[src/rtl/if_pc_stage.sv]
// if_pc_stage: instruction-fetch program counter and next-PC arbitration.
// Owns the fetch PC and the pending-interrupt latch. Picks the next PC from
// exception, EX branch, interrupt, ID jump, stall or sequential sources, and
// raises the IF/ID and ID/EX flush requests in the same cycle as the redirect.
// Supervisor mode is pc[31]=1. Only jr and reset/vectors may change that bit.
// Optional feature: define IF_FETCH_CNT_EN to add fetch_count, which counts
// sequential (pc_plus4) loads.
module if_pc_stage #(
    parameter logic [31:0] RESET_VEC = 32'h80000000,
    parameter logic [31:0] IRQ_VEC   = 32'h80000004,
    parameter logic [31:0] EXC_VEC   = 32'h80000008
) (
    input  logic        clk,
    input  logic        reset,
    input  logic        stall,
    input  logic        exc,
    input  logic        irq,
    input  logic        br_taken,
    input  logic [31:0] br_target,
    input  logic        jmp_valid,
    input  logic        jmp_is_jr,
    input  logic [31:0] jmp_target,
    output logic [31:0] pc,
    output logic [31:0] pc_plus4,
    output logic        flush_ifid,
    output logic        flush_idex,
    output logic        irq_ack,
    output logic [31:0] epc
`ifdef IF_FETCH_CNT_EN
    ,
    output logic [31:0] fetch_count
`endif
);

    logic [31:0] pc_q, pc_d;
    logic        irq_pending_q, irq_pending_d;
    logic        irq_take;
`ifdef IF_FETCH_CNT_EN
    logic [31:0] fetch_count_q, fetch_count_d;
    logic        seq_adv;
`endif

    assign pc = pc_q;

    // Increment only the low 31 bits so the supervisor bit is never changed by
    // sequential fetch; the low bits wrap modulo 2^31.
    assign pc_plus4 = {pc_q[31], pc_q[30:0] + 31'd4};

    // An interrupt is taken only in user mode and only in a cycle that has no
    // older redirect, no live jump and no stall.
    assign irq_take = irq_pending_q & ~pc_q[31] & ~exc & ~br_taken
                    & ~(jmp_valid & ~stall) & ~stall;

    // Next-PC arbitration and redirect side effects; reset masks all outputs.
    always_comb begin
        pc_d       = pc_plus4;
        flush_ifid = 1'b0;
        flush_idex = 1'b0;
        irq_ack    = 1'b0;
        epc        = 32'h0;
`ifdef IF_FETCH_CNT_EN
        seq_adv    = 1'b0;
`endif
        if (reset) begin
            pc_d = RESET_VEC;
        end else if (exc) begin
            pc_d       = EXC_VEC;
            flush_ifid = 1'b1;
            flush_idex = 1'b1;
            epc        = pc_q;
        end else if (br_taken) begin
            // The branch is older than any stalled instruction, so it wins.
            pc_d       = {pc_q[31], br_target[30:0]};
            flush_ifid = 1'b1;
            flush_idex = 1'b1;
        end else if (irq_take) begin
            pc_d       = IRQ_VEC;
            flush_ifid = 1'b1;
            irq_ack    = 1'b1;
            epc        = pc_q;
        end else if (jmp_valid && !stall) begin
            // Only jr may leave supervisor mode; j/jal keep the current bit.
            pc_d       = jmp_is_jr ? jmp_target : {pc_q[31], jmp_target[30:0]};
            flush_ifid = 1'b1;
        end else if (stall) begin
            pc_d = pc_q;
        end else begin
            pc_d = pc_plus4;
`ifdef IF_FETCH_CNT_EN
            seq_adv = 1'b1;
`endif
        end
    end

    // Pending latch: set by any irq level, cleared by the ack unless irq is
    // still asserted in the ack cycle.
    always_comb begin
        irq_pending_d = (irq_pending_q & ~irq_ack) | irq;
    end

    // PC and interrupt-pending registers with synchronous reset.
    always_ff @(posedge clk) begin
        if (reset) begin
            pc_q          <= RESET_VEC;
            irq_pending_q <= 1'b0;
        end else begin
            pc_q          <= pc_d;
            irq_pending_q <= irq_pending_d;
        end
    end

`ifdef IF_FETCH_CNT_EN
    assign fetch_count = fetch_count_q;

    // Count sequential fetches only; wraps naturally at 32 bits.
    always_comb begin
        fetch_count_d = fetch_count_q + {31'h0, seq_adv};
    end

    // Fetch counter register.
    always_ff @(posedge clk) begin
        if (reset) begin
            fetch_count_q <= 32'h0;
        end else begin
            fetch_count_q <= fetch_count_d;
        end
    end
`endif

endmodule

[config.mk]
export PLATFORM = sky130hd
export DESIGN_NAME = if_pc_stage
export DESIGN_NICKNAME = d
export VERILOG_FILES = /design/src/rtl/if_pc_stage.sv
export SDC_FILE = /design/constraint.sdc
export NUM_CORES = 1
export LEC_CHECK = 0
export BUFFER_PORTS_ARGS = -buffer_cell sky130_fd_sc_hd__buf_2
export CELL_PAD_IN_SITES_DETAIL_PLACEMENT = 1
export CELL_PAD_IN_SITES_GLOBAL_PLACEMENT = 1
export CORE_MARGIN = 2
export CORE_UTILIZATION = 31
export DETAILED_ROUTE_END_ITERATION = 8
export PLACE_DENSITY = 0.85
export SLEW_MARGIN = 20
export SYNTH_ARGS = -nofsm -noshare
export SYNTH_HDL_FRONTEND = slang
export SYNTH_SLANG_ARGS = --single-unit
[constraint.sdc]
create_clock -name clk -period 4.5 [get_ports clk]
set_input_delay 0.675 -clock clk [delete_from_list [all_inputs] [get_ports clk]]
set_output_delay 0.675 -clock clk [all_outputs]
set_load 0.1 [all_outputs]
==> impl_metrics.json <==
{
  "placed_cells": 641,
  "rows": 34,
  "async_flop_share": 0,
  "power.density_nw_per_um2": 244,
  "fin_crit_ns": 3.54,
  "finalWirelength_mm": 11.5,
  "vias": 3503,
  "layout-drive-gt1-share": 0.357,
  "grt_pass1_wl_mm": 18.6,
  "cts_tree": "done",
  "finalWeightedCongestion": 0.785,
  "fin_cells": 649,
  "worst-path-max-fanout": 36,
  "min-delay-start": "irq_pending_q",
  "seqPwrFrac": 0.355,
  "worstMarginPinSlew_ns": 1.01,
  "whs_ns": 0.533,
  "fmax_ghz": 0.283,
  "fill_cells": 1163,
  "slew_viol_final": 0,
  "avgRoutedWirePerCell_um": 17.7,
  "seq_area_um2": 661,
  "fin_nets": 613,
  "floorplan.initialDensity": 0.321,
  "startpoint_type": "input port",
  "clkSinkCount": 33,
  "grt_pass1_vias": 3517,
  "cp-end-kind": "output pin",
  "required_ns": 3.83,
  "p_int_w": 0.000488,
  "dr.pass1.iters": 4,
  "period_share": 0.787,
  "clock_power_share": 0.251,
  "slew_headroom": 0.328,
  "slowest_stage": "nor4_4",
  "path_cells": "buf_2, nor4_4, nor2_2, nor2_4, and2_1, buf_2",
  "max-cap-violations": 0,
  "synth_cells": 395,
  "yosysSeqAreaShare": 0.236,
  "multiInputGateArea_um2": 1970,
  "yosys.area.top_type": "dfxtp_1",
  "hold_buffers": 0,
  "synth_top_cell_area_share": 0.236,
  "avgSynthCellArea_um2": 7.08,
  "setup_viol": 0,
  "portBuffers": 169,
  "grt_antenna_before_repair": 0,
  "power_leakage_nw": 1.78,
  "cp.arrival_ns": 2.86,
  "yosys-top-cells-area": "dfxtp_1 (24%), nand2_1 (7.4%), a21oi_1 (6.8%)",
  "die_h_um": 99.0,
  "post-cts-setup-buffers": 0,
  "track_usage": 0.233,
  "cts_root_buf": "clkbuf_8",
  "syn_area_um2": 2800,
  "ctsHtreeMaxLevel": 2,
  "ys_types": 52,
  "gr-total-overflow": 0,
  "fp.dieArea_um2": 9800,
  "synthToLayoutAreaGrowth_pct": 33.6,
  "clk_pin_slew_worst_paths_ns": 0.07,
  "synth-seq-cells": 33,
  "fin_util": 0.428,
  "cpPeakStageDelay_ns": 0.54,
  "ctsResizeCount": 0,
  "irDropWorstVdd_uv": 104,
  "setup_tns_ns": 0,
  "drt-initial-drc-count": 113,
  "status": "completed",
  "crit_top_cell": "buf_2",
  "hold_viol": 0,
  "fin_skew_ns": 0.00211,
  "rsz0062_at_grt": "no",
  "hpwl_mm": 8.38,
  "die_w_um": 99.0,
  "sw_frac_of_total": 0.464,
  "drc_errors": 0,
  "hp-class": "flip-flop to flip-flop",
  "combPwrFrac": 0.394,
  "mostFrequentLayoutCells": "buf_2 (169), nand2_1 (55), nor2_1 (40), a21oi_1 (38), dfxtp_1 (33)",
  "r2r_start": "pc[2]",
  "io_pins": 171,
  "routed_via_density": 5.40,
  "ant_nets": 0,
  "grt_max_degree": 67,
  "yosys_warnings": 0,
  "cts_buffers": 5,
  "syn_nets": 468,
  "core_um2": 8720,
  "clock_tree.buffer_depth": 2,
  "crit_start": "stall",
  "diodes": 0,
  "synth_ff_type": "dfxtp_1",
  "insertion_delay_ns": 0.29,
  "synth_edf_count": 0,
  "final_common_cell": "buf_2",
  "power.switching_w": 0.000423,
  "crit_type": "input port to output pin"
}
[state kept, by name (all words and copies together) (netlist names)]
| register | count |
|---|---|
| irq_pending_q | 1 |
| pc | 32 |
[routing by layer]
metal,part of all wire,GRT usage
met1,0.43,0.300
met2,0.50,0.412
met3,0.063,0.0418
met4,0.0036,0.0390
met5,0,0
[synth_stat cells (all sizes together), types with 3 or more instances]
| cell | instances |
|---|---|
| xor2 | 5 |
| and2 | 29 |
| a21oi | 38 |
| o21ai | 17 |
| inv | 6 |
| mux2i | 5 |
| nand2 | 55 |
| nand3b | 4 |
| nand3 | 11 |
| nand2b | 14 |
| dfxtp | 33 |
| o31a | 9 |
| a31oi | 3 |
| nor4 | 6 |
| nand4 | 15 |
| nor2 | 42 |
| buf | 12 |
| xnor2 | 21 |
| o221ai | 10 |
| clkbuf | 22 |
| nor3 | 11 |
[worst max-delay path: cells and delay by family]
kind | cells | cell delay [ns]
and+or+nand+nor | 4 | 1.39
buffers and inverters | 2 | 0.79
[stage by stage]
| step | setup slack, ns | total power (W) | instance area, um2 |
|---|---|---|---|
| final | 0.960 | 0.000911 | 3740 |
| after global routing | 0.810 | 0.000952 | 3740 |
| after CTS | 0.950 | 0.000920 | 3740 |
| after detailed placement | 0.954 | 0.000689 | 3660 |
| after global placement | 1.02 | 0.000683 | 3660 |
| after floorplan | 0.181 | 0.000606 | 2800 |
[cells by family (layout without fill, tap and decap cells)]
kind of cell,Yosys count,in the layout,share of synthesized area
AO/OA/AOI/OAI,93,93,0.211
XOR/XNOR,26,26,0.0895
adder cells (fa/ha/maj),1,1,0.00447
buffers and inverters,40,186,0.0622
flip-flops,33,33,0.236
multiplexers,5,5,0.0179
AND/OR/NAND/NOR,197,197,0.379
[path summary, 6_finish.rpt]
path / end / slack, ns / cells past startpoint
hold / removal: irq_pending_q / 0.53 / 2
setup reg to reg: pc[30] / 2.32 / 6
setup / recovery: epc[28] / 0.96 / 6
hold reg to reg: irq_pending_q / 0.53 / 2
[power groups by stage]
stage               Sequential (W)  Combinational, W  Clock (W)
floorplan                 0.000395          0.000211          0
global placement          0.000329          0.000354          0
detailed placement        0.000330          0.000359          0
CTS                       0.000323          0.000360   0.000237
global route              0.000327          0.000377   0.000248
finish                    0.000324          0.000359   0.000229
[area by class of cell]
type	instances	area share
sequential	33	0.177
tap	108	0.0362
inverter	6	0.00603
multi-input combinational	322	0.527
clock buffer	8	0.0214
timing repair buffer	172	0.232
Power figures use the tool's default switching activity.
